===== src/rtl/ws2812_out_ctl.sv =====
`default_nettype none
// ============================================================================
//  Module      : ws2812_out_ctl
//  Description : WS2812-style serial LED line driver. Reads one pixel word per
//                LED from pixel RAM and sends it MSB first as NRZ code bits.
//                Each bit is a high phase followed by a low phase, with phase
//                lengths set by the timing registers. A low reset gap ends
//                the frame. The next pixel is prefetched into a buffer so
//                there is no gap on the line between pixels.
//  Ports       : clk_i           - system clock, rising edge
//                rst_n_i         - asynchronous active-low reset
//                start_i         - frame start pulse (ignored while busy)
//                reg_chan_len_i  - index of last pixel (frame = len+1 pixels)
//                reg_t0h/t0l_i   - code-0 high/low lengths in clk cycles
//                reg_t1h/t1l_i   - code-1 high/low lengths in clk cycles
//                reg_rst_i       - frame-end low gap length in clk cycles
//                ram_rd_en_o     - pixel RAM read strobe
//                ram_rd_addr_o   - pixel RAM read address
//                ram_rd_data_i   - pixel RAM data, valid 1 cycle after strobe
//                bit_code_o      - serial line to the LED string
//                busy_o          - frame in progress
//                done_o          - 1-cycle pulse in the last gap cycle
//  Revision    : 1.0 - initial release
// ============================================================================
module ws2812_out_ctl #(
   parameter int PIXEL_BITS = 24
) (
   input  logic                  clk_i,
   input  logic                  rst_n_i,
   input  logic                  start_i,
   input  logic [7:0]            reg_chan_len_i,
   input  logic [7:0]            reg_t0h_i,
   input  logic [7:0]            reg_t0l_i,
   input  logic [7:0]            reg_t1h_i,
   input  logic [7:0]            reg_t1l_i,
   input  logic [15:0]           reg_rst_i,
   output logic                  ram_rd_en_o,
   output logic [7:0]            ram_rd_addr_o,
   input  logic [PIXEL_BITS-1:0] ram_rd_data_i,
   output logic                  bit_code_o,
   output logic                  busy_o,
   output logic                  done_o
);

   localparam int            BIT_W    = $clog2(PIXEL_BITS);
   localparam logic [BIT_W-1:0] LAST_BIT = BIT_W'(PIXEL_BITS - 1);

   typedef enum logic [2:0] {
      IDLE   = 3'd0,
      READ   = 3'd1,
      LOAD   = 3'd2,
      SEND_H = 3'd3,
      SEND_L = 3'd4,
      GAP    = 3'd5
   } state_t;

   state_t                state, state_nxt;
   logic [15:0]           cnt, cnt_nxt;           // remaining cycles of phase, minus 1
   logic [BIT_W-1:0]      bit_cnt, bit_cnt_nxt;
   logic [7:0]            pix_cnt, pix_cnt_nxt;
   logic [7:0]            chan_len, chan_len_nxt;
   logic [PIXEL_BITS-1:0] shreg, shreg_nxt;
   logic [PIXEL_BITS-1:0] pix_buf, pix_buf_nxt;
   logic                  pf_cap, pf_cap_nxt;     // prefetch data arrives this cycle
   logic                  rd_en_nxt;
   logic [7:0]            rd_addr_nxt;
   logic                  bit_nxt, busy_nxt, done_nxt;

   // Phase length minus one, with a programmed 0 behaving as 1.
   function automatic logic [15:0] phase_m1(input logic [7:0] len);
      return (len == 8'd0) ? 16'd0 : {8'd0, len - 8'd1};
   endfunction

   always_ff @(posedge clk_i or negedge rst_n_i) begin
      if (!rst_n_i) begin
         state         <= IDLE;
         cnt           <= '0;
         bit_cnt       <= '0;
         pix_cnt       <= '0;
         chan_len      <= '0;
         shreg         <= '0;
         pix_buf       <= '0;
         pf_cap        <= 1'b0;
         ram_rd_en_o   <= 1'b0;
         ram_rd_addr_o <= '0;
         bit_code_o    <= 1'b0;
         busy_o        <= 1'b0;
         done_o        <= 1'b0;
      end else begin
         state         <= state_nxt;
         cnt           <= cnt_nxt;
         bit_cnt       <= bit_cnt_nxt;
         pix_cnt       <= pix_cnt_nxt;
         chan_len      <= chan_len_nxt;
         shreg         <= shreg_nxt;
         pix_buf       <= pix_buf_nxt;
         pf_cap        <= pf_cap_nxt;
         ram_rd_en_o   <= rd_en_nxt;
         ram_rd_addr_o <= rd_addr_nxt;
         bit_code_o    <= bit_nxt;
         busy_o        <= busy_nxt;
         done_o        <= done_nxt;
      end
   end

   // All outputs are registered, so every decision below is made one cycle
   // ahead: the values computed here appear on the pins in the next state.
   always_comb begin
      state_nxt    = state;
      cnt_nxt      = cnt;
      bit_cnt_nxt  = bit_cnt;
      pix_cnt_nxt  = pix_cnt;
      chan_len_nxt = chan_len;
      shreg_nxt    = shreg;
      pix_buf_nxt  = pix_buf;
      rd_en_nxt    = 1'b0;
      rd_addr_nxt  = ram_rd_addr_o;
      bit_nxt      = 1'b0;
      busy_nxt     = busy_o;
      done_nxt     = 1'b0;

      // The only read issued from SEND_H is the prefetch.
      pf_cap_nxt = ram_rd_en_o && (state == SEND_H);
      if (pf_cap) begin
         pix_buf_nxt = ram_rd_data_i;
      end

      case (state)
         IDLE: begin
            if (start_i) begin
               state_nxt    = READ;
               busy_nxt     = 1'b1;
               chan_len_nxt = reg_chan_len_i;
               rd_en_nxt    = 1'b1;
               rd_addr_nxt  = 8'd0;
            end
         end

         READ: begin
            state_nxt = LOAD;
         end

         LOAD: begin
            shreg_nxt   = ram_rd_data_i;
            bit_cnt_nxt = '0;
            pix_cnt_nxt = 8'd0;
            state_nxt   = SEND_H;
            bit_nxt     = 1'b1;
            cnt_nxt     = phase_m1(ram_rd_data_i[PIXEL_BITS-1] ? reg_t1h_i : reg_t0h_i);
            if (chan_len != 8'd0) begin
               rd_en_nxt   = 1'b1;
               rd_addr_nxt = 8'd1;
            end
         end

         SEND_H: begin
            if (cnt == 16'd0) begin
               state_nxt = SEND_L;
               cnt_nxt   = phase_m1(shreg[PIXEL_BITS-1] ? reg_t1l_i : reg_t0l_i);
            end else begin
               cnt_nxt = cnt - 16'd1;
               bit_nxt = 1'b1;
            end
         end

         SEND_L: begin
            if (cnt != 16'd0) begin
               cnt_nxt = cnt - 16'd1;
            end else if (bit_cnt == LAST_BIT) begin
               if (pix_cnt == chan_len) begin
                  state_nxt = GAP;
                  cnt_nxt   = (reg_rst_i == 16'd0) ? 16'd0 : reg_rst_i - 16'd1;
                  done_nxt  = (reg_rst_i <= 16'd1);
               end else begin
                  // Move straight to the buffered pixel with no idle cycle.
                  pix_cnt_nxt = pix_cnt + 8'd1;
                  bit_cnt_nxt = '0;
                  shreg_nxt   = pix_buf;
                  state_nxt   = SEND_H;
                  bit_nxt     = 1'b1;
                  cnt_nxt     = phase_m1(pix_buf[PIXEL_BITS-1] ? reg_t1h_i : reg_t0h_i);
                  if ((pix_cnt + 8'd1) < chan_len) begin
                     rd_en_nxt   = 1'b1;
                     rd_addr_nxt = pix_cnt + 8'd2;
                  end
               end
            end else begin
               bit_cnt_nxt = bit_cnt + 1'b1;
               shreg_nxt   = {shreg[PIXEL_BITS-2:0], 1'b0};
               state_nxt   = SEND_H;
               bit_nxt     = 1'b1;
               cnt_nxt     = phase_m1(shreg[PIXEL_BITS-2] ? reg_t1h_i : reg_t0h_i);
            end
         end

         GAP: begin
            if (cnt == 16'd0) begin
               state_nxt = IDLE;
               busy_nxt  = 1'b0;
            end else begin
               cnt_nxt  = cnt - 16'd1;
               done_nxt = (cnt == 16'd1);
            end
         end

         default: begin
            state_nxt = IDLE;
            busy_nxt  = 1'b0;
         end
      endcase
   end

endmodule
`default_nettype wire


===== config.mk =====
export PLATFORM = sky130hd
export DESIGN_NAME = ws2812_out_ctl
export DESIGN_NICKNAME = d
export VERILOG_FILES = /design/src/rtl/ws2812_out_ctl.sv
export SDC_FILE = /design/constraint.sdc
export NUM_CORES = 1
export LEC_CHECK = 0
export ABC_CLOCK_PERIOD_IN_PS = 3740
export CAP_MARGIN = 40
export CORE_MARGIN = 1
export CORE_UTILIZATION = 56
export CTS_BUF_LIST = sky130_fd_sc_hd__clkbuf_4 sky130_fd_sc_hd__clkbuf_8 sky130_fd_sc_hd__clkbuf_16
export DETAILED_ROUTE_END_ITERATION = 10
export GPL_TIMING_DRIVEN = 0
export MAX_ROUTING_LAYER = met4
export PLACE_DENSITY = 0.85
export SLEW_MARGIN = 20
export SYNTH_ARGS = -nofsm -noshare
export SYNTH_HDL_FRONTEND = slang
export SYNTH_SLANG_ARGS = --single-unit

===== constraint.sdc =====
create_clock -name clk_i -period 3.74 [get_ports clk_i]
set_input_delay 0.748 -clock clk_i [delete_from_list [all_inputs] [get_ports clk_i]]
set_output_delay 0.748 -clock clk_i [all_outputs]
set_load 0.01 [all_outputs]

[After elaboration in Yosys (flattened, before gate mapping)]
Index checks and enable logic that the tools add are counted.
Word-level totals
  flip-flop bits (word level): 101
  input port bits: 83
  logic and storage cells: 125
Operators by class
  add/sub/neg operators: 9
  $lt $le $gt $ge: 2
  equal/unequal tests: 18
  mux-type cells: 61
  bitwise logic cells: 1
  reductions and logical operators: 21
Operators by type and width (number)
  8-bit two-way mux: 17
  16-bit two-way mux: 6
  24-bit two-way mux: 3
  16-bit one-hot mux with 4 select lines: 1
  24-bit one-hot mux with 2 select lines: 1
  16-bit zero test: 2
  8-bit zero test: 4
  16-bit by 1-bit subtractor with 16-bit output (second input constant): 2
  8-bit by 1-bit subtractor with 8-bit output (second input constant): 4
  8-bit one-hot mux with 3 select lines: 1
  3-bit two-way mux: 6
  3-bit one-hot mux with 6 select lines: 1
  16-bit by 1-bit equality test with 1-bit output (second input constant): 1
  16-bit by 1-bit less-or-equal comparator with 1-bit output (second input constant): 1
  1-bit two-way mux: 16
  2-bit inequality test (second input constant): 8
  8-bit one-hot mux with 2 select lines: 1
  16-bit nonzero test: 1
  5-bit two-way mux: 3
  5-bit one-hot mux with 2 select lines: 1
  1-bit one-hot mux with 3 select lines: 3
  8-bit by 1-bit adder with 8-bit output (second input constant): 1
  8-bit by 2-bit adder with 8-bit output (second input constant): 1
  8-bit equality test: 1
  other kinds (21): 26

[Longest topological paths before layout]
  depth after elaboration: 7
  mapped depth: 11
  depth with buffers taken out: 9

[Least setup slack after synthesis]
OpenSTA, ideal clock, no wires.
  kind: input to register
  start: in ram_rd_data_i[23]
  end: reg cnt[4]
  setup time: 126 ps
  data arrival time: 2760 ps
  required time: 3614 ps
  slack: 854 ps
  stages on the path: 9
  path buffers: 2
  cells stage by stage: clkbuf_1 > clkbuf_1 > mux2i_1 > ha_1 > o21ai_1 > mux4_2 > nand2_1 > a21oi_1 > a221o_1
Between the ends
  word-level cells in the longest chain between the ends: 4
  elaborated cells on any way between the ends: 5
  classes of those cells: 1 x add/sub; 3 x mux; 1 x reduce/logical
RTL lines
  start, declared: line 39  | input logic [PIXEL_BITS-1:0] ram_rd_data_i,
  8-bit two-way mux *: line 149  | cnt_nxt = phase_m1(ram_rd_data_i[PIXEL_BITS-1] ? reg_t1h_i : reg_t0h_i);
  8-bit by 1-bit subtractor with 8-bit output / 8-bit zero test (equally long branches): line 71  | return (len == 8'd0) ? 16'd0 : {8'd0, len - 8'd1};
  8-bit two-way mux *: line 71
  16-bit one-hot mux with 4 select lines *: line 128  | case (state)
  end signal, assigned: line 91  | cnt <= cnt_nxt;
  end, declared: line 58  | logic [15:0] cnt, cnt_nxt;
Every way passes the cells marked *; elsewhere a longest branch is shown, timed or not.
A chain may end at the register's enable or synchronous reset.

[Worst setup path in the final report]
  start: reg shreg[22]
  end: reg cnt[4]
Between the ends
  word-level cells in the longest chain between the ends: 6
  elaborated cells on any way between the ends: 7
  classes of those cells: 1 x add/sub; 5 x mux; 1 x reduce/logical
RTL lines
  start, declared: line 62  | logic [PIXEL_BITS-1:0] shreg, shreg_nxt;
  start signal, assigned: line 95  | shreg <= shreg_nxt;
  8-bit two-way mux *: line 192  | cnt_nxt = phase_m1(shreg[PIXEL_BITS-2] ? reg_t1h_i : reg_t0h_i);
  8-bit by 1-bit subtractor with 8-bit output / 8-bit zero test (equally long branches): line 71
  8-bit two-way mux *: line 71
  16-bit two-way mux *: line 169  | end else if (bit_cnt == LAST_BIT) begin
  16-bit two-way mux *: line 167  | if (cnt != 16'd0) begin
  16-bit one-hot mux with 4 select lines *: line 128
Marks and branches as above.

==> reports/metrics.cfg <==
[synthesis]
synthArstFlopShare_pct = 100
yosysTopAreaCell = dfrtp_1
yosys_register_bits = 101
synth-edff-count = 0
ys_seq_area_share_pct = 35.3
yosys.cell_types.count = 82
syn_inst = 831
syn_avg_cell_area_um2 = 8.61
syn_nets = 938
syn_area_um2 = 7160
synth.area.top_cells = dfrtp_1, nand2_1, a21oi_1
synthFlopType = dfrtp_1
synth_top_area_share_pct = 35.3
yosys_warnings = 0

[sta]
fmax_ghz = 0.298
min_period_ns = 3.35
hold_viol_final = 0
finalClockSkew_ns = 0.00944
setup_tns_ns = 0
relSlewSlack_pct = 45.9
drv_slew = 0
fin_crit_sh_pct = 89.7
rsz0062_at_grt = false
max_slew.worst_pin.slew_ns = 0.808
setup_violations = 0

[global_routing]
grtUsageTotal_pct = 32.1
grt_pass1_vias = 6557
grt_max_degree = 82
grt_overflow = 0
antenna_found_initial = 0
grt_pass1_wl_mm = 32.1

[floorplan]
chipHeight_um = 115
dieArea_um2 = 13200
die_w_um = 115
start_util_pct = 58.6
boundaryPins = 95
fp.coreArea_um2 = 12200
row_count = 40

[layout]
final_nets = 1037
diodes = 0
post_route_cells_drive_above_1_share_pct = 7.38
syn_to_final_growth_pct = 19.5
fillCellCount = 1035
layoutNonFillerInstCount = 1103

[worst_hold_path]
min_path_type = in -> async

[clock_network]
clockBufferDepth = 2
cts_buffers = 9
cts_max_level = 3
numClockSinks = 101
clockRootBuffer = clkbuf_16
clk_pin_slew_ns = 0.07
cts_resized = 0
worstSkewPairLatency_ns = 0.36
postCtsSetupBuffers = 0
postCtsHoldBufs = 0
cts_tree = done

[pwr]
vdd.ir_drop.worst_mv = 0.341
powerDensity_nw_per_um2 = 594
leakage_nw = 3.49

[drt]
postRouteAntennaNets = 0
wl_per_cell_um = 17.9
via_per_inst = 6.21
postRouteWirelength_mm = 19.7
first_pass_iters = 5
drtIter0Drc = 653
vias = 6847
drc = 0

[setup_path]
worstReg2RegStart = shreg[22]
r2r_cells = 9
cp-startpoint = shreg[22]
required_ns = 3.97
reg2reg_to = cnt[4]
rrSetupSlack_ns = 0.39
critPathKind = reg -> reg
cp_max_fo = 10
cp.arrival_ns = 3.58
start_kind = flip-flop
worstSetupEndpointType = flip-flop
worstSetupEndpoint = cnt[4]

[place]
place.gp.congestion = 0.987
dp_cells = 1087
port_buffers = 87
place_hpwl_mm = 14.4

[run_status]
status = completed

[job]
maxCapViolCount = 0

[final cells by class]
| type | instances | area (µm²) | share of cell area [%] |
|---|---|---|---|
| inverters | 21 | 78.8 | 0.922 |
| clock inverters | 5 | 42.5 | 0.498 |
| plain buffers | 49 | 194 | 2.27 |
| flip-flops and latches | 101 | 2530 | 29.6 |
| multi-input cells | 660 | 4360 | 51.0 |
| repair buffers | 88 | 900 | 10.5 |
| clock buffers | 11 | 240 | 2.81 |
| well taps | 168 | 210 | 2.46 |
[worst min-delay path by stage]
stage                     depth (start not counted)      start         end
after global placement                            2  shreg[10]   shreg[10]
after CTS                                         1    rst_n_i      cnt[0]
final                                             1    rst_n_i      cnt[7]
after global routing                              1    rst_n_i      cnt[0]
after detailed placement                          2  shreg[13]   shreg[13]
after floorplan                                   0    rst_n_i  bit_cnt[0]
[stage by stage]
stage	hold WS, ns	total power (W)	utilization, %	instance area, µm²	worst slack, ns
after floorplan	0.452	0.00343	-	7160	0.854
after global placement	0.467	0.00406	67.5	8240	-1.92
after detailed placement	0.475	0.00412	67.7	8270	0.208
after CTS	0.233	0.00504	70.0	8550	0.465
after global routing	0.231	0.00540	70.0	8550	0.207
final	0.228	0.00508	70.0	8550	0.386
[cells in the final DEF, fill, tap and decap left out, drive strengths merged, types with 13 or more instances in the layout]
| master | netlist | final |
|---|---|---|
| mux2 | 30 | 30 |
| nand2 | 113 | 113 |
| clkbuf | 38 | 49 |
| o21ai | 63 | 63 |
| nor3 | 25 | 25 |
| o22ai | 16 | 16 |
| buf | 11 | 13 |
| nor2 | 59 | 59 |
| a21oi | 66 | 66 |
| mux2i | 24 | 24 |
| nand3 | 25 | 25 |
| xnor2 | 37 | 37 |
| inv | 21 | 23 |
| clkdlybuf4s50 | 0 | 86 |
| dfrtp | 101 | 101 |
| nor4 | 13 | 13 |
| ha | 24 | 24 |
| xor2 | 30 | 30 |
[routing by layer]
| layer | vias to the layer above | GRT usage (%) | wire [µm] |
|---|---|---|---|
| met3 | 56 | 5.43 | 1330 |
| met5 | - | - | 0 |
| met2 | 302 | 51.6 | 9410 |
| met4 | 0 | 12.8 | 584 |
| met1 | 3305 | 40.3 | 8390 |
| li1 | 3184 | - | - |
[report_power, final]
group	switching [W]	internal, W	leakage [nW]
Sequential	0.000303	0.00149	1.28
Clock	0.000435	0.000474	0.131
Combinational	0.00137	0.00101	2.08
[worst max-delay path: stages, from the launching register on]
cell       delay, ns
dfrtp_1         0.32
clkbuf_1        0.30
clkbuf_1        0.50
mux2i_1         0.45
ha_1            0.23
o2111ai_1       0.18
o211ai_1        0.54
o22a_1          0.25
o31ai_1         0.09
a221o_1         0.38
[kinds of logic (layout without fill, tap and decap cells)]
family	after synthesis	after routing	synth area share, %
flip-flops	101	101	35.3
buffers and inverters	70	174	3.81
XOR/XNOR	67	67	8.20
AO/OA/AOI/OAI	214	214	18.6
adder cells (fa/ha/maj)	24	24	4.20
multiplexers	55	55	8.39
AND/OR/NAND/NOR	300	300	21.5
[sequential cells by signal (all words and copies together), names as in the netlist]
| register | count |
|---|---|
| bit_cnt | 5 |
| bit_code_o | 1 |
| busy_o | 1 |
| chan_len | 8 |
| cnt | 16 |
| done_o | 1 |
| pf_cap | 1 |
| pix_buf | 24 |
| pix_cnt | 8 |
| ram_rd_addr_o | 8 |
| ram_rd_en_o | 1 |
| shreg | 24 |
| state | 3 |
[cells in the mapped netlist (all sizes together) (3+ instances only)]
master   count
nand2      113
dfrtp      101
a21oi       66
o21ai       63
nor2        59
clkbuf      38
xnor2       37
mux2        30
xor2        30
nand3       25
nor3        25
ha          24
mux2i       24
inv         21
o22ai       16
nor4        13
buf         11
a22o        10
o31ai        9
and3         7
nand4        7
o211ai       7
a211oi       6
nand3b       6
nor3b        6
a31oi        5
and2         5
nor2b        5
or3          5
nand2b       4
nand4b       4
or2          4
a21boi       3
a2bb2oi      3
o21a         3
or4          3
Power figures use the tool's default switching activity.
